**src/rtl/tank_round_ctrl.sv**
```systemverilog
// Round sequencer for the tank game: spawn load, countdown, play gating,
// winner decision with a settle window, and score keeping for the hex display.
module tank_round_ctrl #(
  parameter int unsigned COUNTDOWN_FRAMES = 120,
  parameter int unsigned SETTLE_FRAMES    = 30
) (
  input  logic        Clk,
  input  logic        Reset,
  input  logic        frame_tick,
  input  logic        maze_ready,
  input  logic [19:0] spawn_pos,
  input  logic [1:0]  game_reset,
  input  logic [1:0]  tank_hit,
  output logic        tank_load,
  output logic [9:0]  tank0_spawn,
  output logic [9:0]  tank1_spawn,
  output logic        play_en,
  output logic [1:0]  game_end,
  output logic [15:0] hex_digits
);

  // state     | meaning
  // IDLE      | waiting for a maze_ready rising edge
  // LOAD      | tank_load pulse, spawn cells valid
  // COUNTDOWN | counting frames before play
  // PLAY      | tanks active, no hit yet
  // SETTLE    | first hit seen, collecting near-simultaneous hits
  // RESULT    | game_end held until software acknowledges
  localparam logic [2:0] IDLE      = 3'd0;
  localparam logic [2:0] LOAD      = 3'd1;
  localparam logic [2:0] COUNTDOWN = 3'd2;
  localparam logic [2:0] PLAY      = 3'd3;
  localparam logic [2:0] SETTLE    = 3'd4;
  localparam logic [2:0] RESULT    = 3'd5;

  localparam logic [7:0] CD_INIT = 8'(COUNTDOWN_FRAMES);
  localparam logic [7:0] ST_INIT = 8'(SETTLE_FRAMES);

  logic [2:0] state_q, state_d;
  logic       maze_ready_q;
  logic [7:0] cnt_q, cnt_d;
  logic [1:0] hit_mask_q, hit_mask_d, hit_mask_new;
  logic       tank_load_q, tank_load_d;
  logic [9:0] tank0_spawn_q, tank0_spawn_d;
  logic [9:0] tank1_spawn_q, tank1_spawn_d;
  logic       play_en_q, play_en_d;
  logic [1:0] game_end_q, game_end_d;
  logic [3:0] score0_q, score0_d;
  logic [3:0] score1_q, score1_d;
  logic [7:0] round_cnt_q, round_cnt_d;

  assign hit_mask_new = hit_mask_q | tank_hit;

  always_comb begin
    state_d       = state_q;
    cnt_d         = cnt_q;
    hit_mask_d    = hit_mask_q;
    tank_load_d   = 1'b0;
    tank0_spawn_d = tank0_spawn_q;
    tank1_spawn_d = tank1_spawn_q;
    play_en_d     = play_en_q;
    game_end_d    = game_end_q;
    score0_d      = score0_q;
    score1_d      = score1_q;
    round_cnt_d   = round_cnt_q;

    case (state_q)
      IDLE: begin
        play_en_d = 1'b0;
        if (maze_ready && !maze_ready_q) begin
          state_d       = LOAD;
          tank_load_d   = 1'b1;
          tank0_spawn_d = spawn_pos[9:0];
          tank1_spawn_d = spawn_pos[19:10];
          cnt_d         = CD_INIT;
          hit_mask_d    = 2'b00;
        end
      end
      LOAD: state_d = COUNTDOWN;
      COUNTDOWN: begin
        if (frame_tick) begin
          if (cnt_q == 8'd1) begin
            state_d   = PLAY;
            play_en_d = 1'b1;
          end else begin
            cnt_d = cnt_q - 8'd1;
          end
        end
      end
      PLAY: begin
        if (tank_hit != 2'b00) begin
          hit_mask_d = hit_mask_new;
          cnt_d      = ST_INIT;
          state_d    = SETTLE;
        end
      end
      SETTLE: begin
        hit_mask_d = hit_mask_new;
        if (frame_tick) begin
          if (cnt_q == 8'd1) begin
            // A hit on tank0 means tank1 won, hence the bit swap.
            state_d     = RESULT;
            game_end_d  = {hit_mask_new[0], hit_mask_new[1]};
            play_en_d   = 1'b0;
            round_cnt_d = round_cnt_q + 8'd1;
            if (hit_mask_new == 2'b10 && score0_q < 4'd9) score0_d = score0_q + 4'd1;
            if (hit_mask_new == 2'b01 && score1_q < 4'd9) score1_d = score1_q + 4'd1;
          end else begin
            cnt_d = cnt_q - 8'd1;
          end
        end
      end
      RESULT: begin
        if (game_reset[0]) begin
          state_d    = IDLE;
          game_end_d = 2'b00;
        end
      end
      default: state_d = IDLE;
    endcase

    if (game_reset[1]) begin
      state_d     = IDLE;
      score0_d    = 4'd0;
      score1_d    = 4'd0;
      round_cnt_d = 8'd0;
      game_end_d  = 2'b00;
      play_en_d   = 1'b0;
      tank_load_d = 1'b0;
    end
  end

  always_ff @(posedge Clk or posedge Reset) begin
    if (Reset) begin
      state_q       <= IDLE;
      maze_ready_q  <= 1'b0;
      cnt_q         <= 8'd0;
      hit_mask_q    <= 2'b00;
      tank_load_q   <= 1'b0;
      tank0_spawn_q <= 10'd0;
      tank1_spawn_q <= 10'd0;
      play_en_q     <= 1'b0;
      game_end_q    <= 2'b00;
      score0_q      <= 4'd0;
      score1_q      <= 4'd0;
      round_cnt_q   <= 8'd0;
    end else begin
      state_q       <= state_d;
      maze_ready_q  <= maze_ready;
      cnt_q         <= cnt_d;
      hit_mask_q    <= hit_mask_d;
      tank_load_q   <= tank_load_d;
      tank0_spawn_q <= tank0_spawn_d;
      tank1_spawn_q <= tank1_spawn_d;
      play_en_q     <= play_en_d;
      game_end_q    <= game_end_d;
      score0_q      <= score0_d;
      score1_q      <= score1_d;
      round_cnt_q   <= round_cnt_d;
    end
  end

  assign tank_load   = tank_load_q;
  assign tank0_spawn = tank0_spawn_q;
  assign tank1_spawn = tank1_spawn_q;
  assign play_en     = play_en_q;
  assign game_end    = game_end_q;
  assign hex_digits  = {score0_q, score1_q, round_cnt_q};

endmodule
```
**config.mk**
```make
export PLATFORM = sky130hd
export DESIGN_NAME = tank_round_ctrl
export DESIGN_NICKNAME = d
export VERILOG_FILES = /design/src/rtl/tank_round_ctrl.sv
export SDC_FILE = /design/constraint.sdc
export NUM_CORES = 1
export LEC_CHECK = 0
export BUFFER_PORTS_ARGS = -buffer_cell sky130_fd_sc_hd__buf_2
export CORE_MARGIN = 2
export CORE_UTILIZATION = 45
export CTS_CLUSTER_DIAMETER = 40
export DETAILED_ROUTE_END_ITERATION = 8
export GPL_TIMING_DRIVEN = 0
export PLACE_DENSITY = 0.69
export SYNTH_ARGS = -nofsm -noshare
export SYNTH_HDL_FRONTEND = slang
export SYNTH_SLANG_ARGS = --single-unit
```
**constraint.sdc**
```tcl
create_clock -name Clk -period 3.1 [get_ports Clk]
set_clock_uncertainty 0.05 [all_clocks]
set_input_delay 0.775 -clock Clk [delete_from_list [all_inputs] [get_ports Clk]]
set_output_delay 0.775 -clock Clk [all_outputs]
set_load 0.01 [all_outputs]
```
# ---- Word-level counts from Yosys, hierarchy flattened
# Cells that the tools add are included.
dict set report totals {
  regBits 54
  in_bits 28
  output_inout_bits 40
}
dict set report op_classes {
  add_sub_neg 4
  n_lt_le_gt_ge 2
  n_eq_ne 19
  mux 45
  n_bitwise 1
  n_reduce_logical 25
}
# cell n
set ops {}
lappend ops {{2-to-1 mux 8 bit} 8}
lappend ops {{2-to-1 mux 4 bit} 10}
lappend ops {{2-to-1 mux 3 bit} 8}
lappend ops {{case mux 8 bit (3 select lines)} 1}
lappend ops {{inequality test 3 bit, second input constant} 7}
lappend ops {{case mux 3 bit (6 select lines)} 1}
lappend ops {{2-to-1 mux 2 bit} 6}
lappend ops {{AND reduction 4 bit} 3}
lappend ops {{nonzero test 2 bit} 6}
lappend ops {{AND reduction 5 bit} 2}
lappend ops {{nonzero test 3 bit} 3}
lappend ops {{adder 4 x 1 -> 4 bit, second input constant} 2}
lappend ops {{adder 8 x 1 -> 8 bit, second input constant} 1}
lappend ops {{equality test 8 x 1 -> 1 bit, second input constant} 1}
lappend ops {{< comparator 4 bit, second input constant} 2}
lappend ops {{2-to-1 mux 1 bit} 8}
lappend ops {{subtractor 8 x 1 -> 8 bit, second input constant} 1}
lappend ops {{AND reduction 7 bit} 1}
lappend ops {{equality test 3 x 2 -> 1 bit, second input constant} 2}
lappend ops {{equality test 3 bit, second input constant} 2}
lappend ops {{inequality test 2 bit, second input constant} 3}
lappend ops {{case mux 2 bit (3 select lines)} 1}
lappend ops {{AND reduction 3 bit} 2}
lappend ops {{case mux 2 bit (2 select lines)} 1}
lappend ops {{12 further kinds} 14}

# ---- Longest topological paths before layout
dict set report logic_depth {
  depth_word 8
  ltp_mapped 8
}

# ---- Worst setup path before layout
# Ideal clock, no wire load.
dict set report synth_path {
  path_type {in2reg}
  from {input port maze_ready}
  to {register tank0_spawn_q[0] (netlist: tank0_spawn[0])}
  t_arrival_ns 1.693
  slack_ns 1.232
  path_stages 4
  cell_sequence {nand2b_1 nor4_4 buf_2 mux2_2}
}
dict set report synth_via {
  elab_chain_cells 2
}
# item line
set synth_lines {}
lappend synth_lines {{start: declaration} 10} ;# input logic maze_ready,
lappend synth_lines {{logical AND 1 bit} 70} ;# if (maze_ready && !maze_ready_q) begin
lappend synth_lines {{AND reduction 2 bit (no source line)} n/a}
lappend synth_lines {{end signal: assignment} 153} ;# tank0_spawn_q <= tank0_spawn_d;
lappend synth_lines {{end: declaration} 44} ;# logic [9:0] tank0_spawn_q, tank0_spawn_d;
# No other way between the ends.
# A chain may end at the register's enable or synchronous reset.

# ---- Worst setup path after layout
dict set report layout_path {
  from {register cnt_q[1]}
  to {register game_end_q[1] (netlist: game_end[1])}
}
dict set report layout_via {
  elab_chain_cells 3
}
# item line
set layout_lines {}
lappend layout_lines {{start: declaration} 41} ;# logic [7:0] cnt_q, cnt_d;
lappend layout_lines {{start signal: assignment} 150} ;# cnt_q <= cnt_d;
lappend layout_lines {{equality test 8 x 1 -> 1 bit} 100} ;# if (cnt_q == 8'd1) begin
lappend layout_lines {{inequality test 3 bit (no source line)} n/a}
lappend layout_lines {{AND reduction 4 bit (no source line)} n/a}
lappend layout_lines {{end signal: assignment} 156} ;# game_end_q <= game_end_d;
lappend layout_lines {{end: declaration} 47} ;# logic [1:0] game_end_q, game_end_d;
# No other way between the ends.

==> results.json <==
{
  "synth.distinct_cells": 53,
  "seqPwrFrac_pct": 40.5,
  "top_layer_used": "met4",
  "synth_edf_count": 0,
  "async_reset_ff_share_pct": 100,
  "cts_setup_buffers": 0,
  "core_area_um2": 5890,
  "drtIter0Drc": 130,
  "grt_first_pass_wirelength_mm": 10.2,
  "area_growth_pct": 21.5,
  "met3_length_um": 401,
  "routed-wl-met2_mm": 2.71,
  "grt_pass1_vias": 2284,
  "crit_arrival_ps": 2080,
  "synthCells": 253,
  "post_drt_wl_per_cell_um": 14.5,
  "final_common_cell": "buf_2",
  "p_leak_nw": 1.59,
  "worst_setup_path_start_kind": "flop",
  "combPwrFrac_pct": 37.0,
  "drive_gt1_share_pct": 34.5,
  "htree_num_levels": 2,
  "p_total_mw": 2.54,
  "critical_path_class": "flop to flop",
  "remaining_drc_errors": 0,
  "period_share_pct": 62.3,
  "yosys.area.top_type": "dfrtp_1",
  "max-cap-violations": 0,
  "crit_chain": "inv_1 > ha_1 > nor4b_4 > nand3_1 > o21ai_1 > a21oi_1 > a22o_1",
  "cp_max_fo": 4,
  "synth_fa_ha_area_share_pct": 3.22,
  "fp.dieArea_um2": 6690,
  "cpPeakStageDelay_ps": 390,
  "root_buffer": "clkbuf_8",
  "p_sw_share_pct": 34.9,
  "hold_class": "flop to flop",
  "fillers": 530,
  "rrSetupSlack_ps": 1170,
  "end_kind": "flop",
  "cts_repair_resize_count": 0,
  "finalHoldViolCount": 0,
  "ff2ff_path_depth": 7,
  "dp_slack_ps": 942,
  "start_util_pct": 46.3,
  "cts_buffers": 5,
  "yosys.area.top_type_share_pct": 49.6,
  "synth-seq-cells": 54,
  "grtUsageTotal_pct": 19.6,
  "synth_xor_area_share_pct": 3.54,
  "setup_viol": 0,
  "setup_tns_ps": 0,
  "worst_slack_ps": 1170,
  "hold-path-cell-count": 1,
  "cts_sinks": 54,
  "cts_tree": "yes",
  "synth_seq_area_share_pct": 49.6,
  "synth_compound_area_share_pct": 14.1,
  "ir_drop_mv": 0.416,
  "yosys_warnings": 0,
  "dp_hpwl_mm": 4.36,
  "ys.flop_type": "dfrtp_1",
  "clk_latency_ps": 310,
  "cts_hold_buf": 0,
  "antenna_found_initial": 0,
  "synth.area.top_cells": "dfrtp_1, mux2_2, nor2_1",
  "globalRouteOverflowTotal": 0,
  "dieWidth_um": 81.8,
  "power.switching_mw": 0.887,
  "gp_congestion": 0.843,
  "grt_max_degree": 30,
  "antenna_left": 0,
  "fmax_ghz": 0.518,
  "synth_top_family_by_area": "simple AND/OR/NAND/NOR gates",
  "synth.area.mux_share_pct": 9.37,
  "num_vias": 2210,
  "maxSlewViolCount": 0,
  "routed_wl_mm": 5.83,
  "portBuffers": 66,
  "internal-power_mw": 1.66,
  "worstPathRequired_ps": 3250,
  "clkTransAtPathRegs_ps": 90,
  "layout_common_cells": "buf_2, dfrtp_1, nor2_1",
  "n_antenna_cell": 0,
  "power_density_nw_per_um2": 768,
  "die_h_um": 81.8,
  "yosys.area_share.simple_pct": 16.4,
  "first_pass_iters": 4,
  "via_per_inst": 5.48,
  "clock_path_buffers": 2,
  "rows": 28,
  "min_period_ps": 1930,
  "cpMaxStageDelayCell": "dfrtp_1",
  "syn_avg_cell_area_um2": 10.8,
  "utilization_pct": 56.3,
  "io_pins": 68,
  "netlist_area_um2": 2720,
  "fin_nets": 362,
  "met1_length_mm": 2.66,
  "clkPwrFrac_pct": 22.6,
  "grt_setup_unrepaired": "false",
  "worstMarginPinSlew_ps": 582,
  "status": "finished clean",
  "mappedNetlistNets": 288,
  "slew_headroom_pct": 61.2
}
## worst paths after layout
check,start,to
max in group asynchronous,Reset,cnt_q[6]
min,tank1_spawn[9],tank1_spawn[9]
min in group asynchronous,Reset,tank0_spawn[2]
max,cnt_q[1],game_end[1]
max reg2reg,cnt_q[1],game_end[1]
min reg2reg,tank1_spawn[9],tank1_spawn[9]
## sequential cells by signal, summed over array words and instances (netlist names)
signal and flops:
score1_q 4, state_q 3, maze_ready_q 1, score0_q 4, tank_load 1, tank1_spawn 10
round_cnt_q 8, tank0_spawn 10, play_en 1, hit_mask_q 2, game_end 2, cnt_q 8
## routing by layer
layer | track usage, % | vias up
li1 | - | 1062
met1 | 25.8 | 1073
met2 | 31.7 | 67
met3 | 5.49 | 8
met4 | 5.17 | 0
met5 | 0 | -
## cell usage after synthesis (all sizes together), types with 6 or more instances
cell type / number
inv: 14
nand2: 9
nand4: 8
nand3: 6
mux2: 20
a31oi: 8
a21oi: 14
buf: 6
ha: 7
o21ai: 11
dfrtp: 54
xor2: 8
nor2: 34
## kinds of logic after synthesis
family | count (synthesis)
AOI/OAI and AO/OA | 55
DFF | 54
xor gates and xnor gates | 11
buffers and inverters | 24
muxes | 23
and+or+nand+nor | 79
adders and majority gates | 7
## critical path, delay by kind of cell (launching register included)
family / cells / cell delay [ps]
AND/OR/NAND/NOR: 2 / 510
adder cells (fa/ha/maj): 1 / 180
flip-flops: 1 / 390
AO/OA/AOI/OAI: 3 / 600
buffers and inverters: 1 / 100
## metrics by stage
stage / cell area, µm² / hold WS (ps) / std cells
2_1_floorplan: 2720 / 465 / 253
3_3_place_gp: 3150 / 415 / 394
3_5_place_dp: 3170 / 421 / 395
4_1_cts: 3310 / 443 / 403
5_1_grt: 3310 / 465 / 403
6_report: 3310 / 435 / 403
## power groups by stage
| stage | clock [mW] | combinational (mW) | sequential, mW |
|---|---|---|---|
| 4_1_cts | 0.589 | 0.939 | 1.03 |
| 5_1_grt | 0.608 | 1.05 | 1.06 |
| 3_3_place_gp | 0 | 0.911 | 1.03 |
| 6_report | 0.574 | 0.940 | 1.03 |
| 2_1_floorplan | 0 | 0.583 | 1.09 |
| 3_5_place_dp | 0 | 0.937 | 1.04 |
## cell type report
cell class	count	area, µm²	area share (%)
sequential	54	1350	40.8
multi-input combinational	175	1270	38.3
timing repair buffer	67	350	10.6
tap	75	93.8	2.83
clock buffer	6	82.6	2.49
clock inverter	2	60.1	1.81
inverter	14	52.6	1.59
buffer	10	51.3	1.55
(Power assumes the default switching activity.)
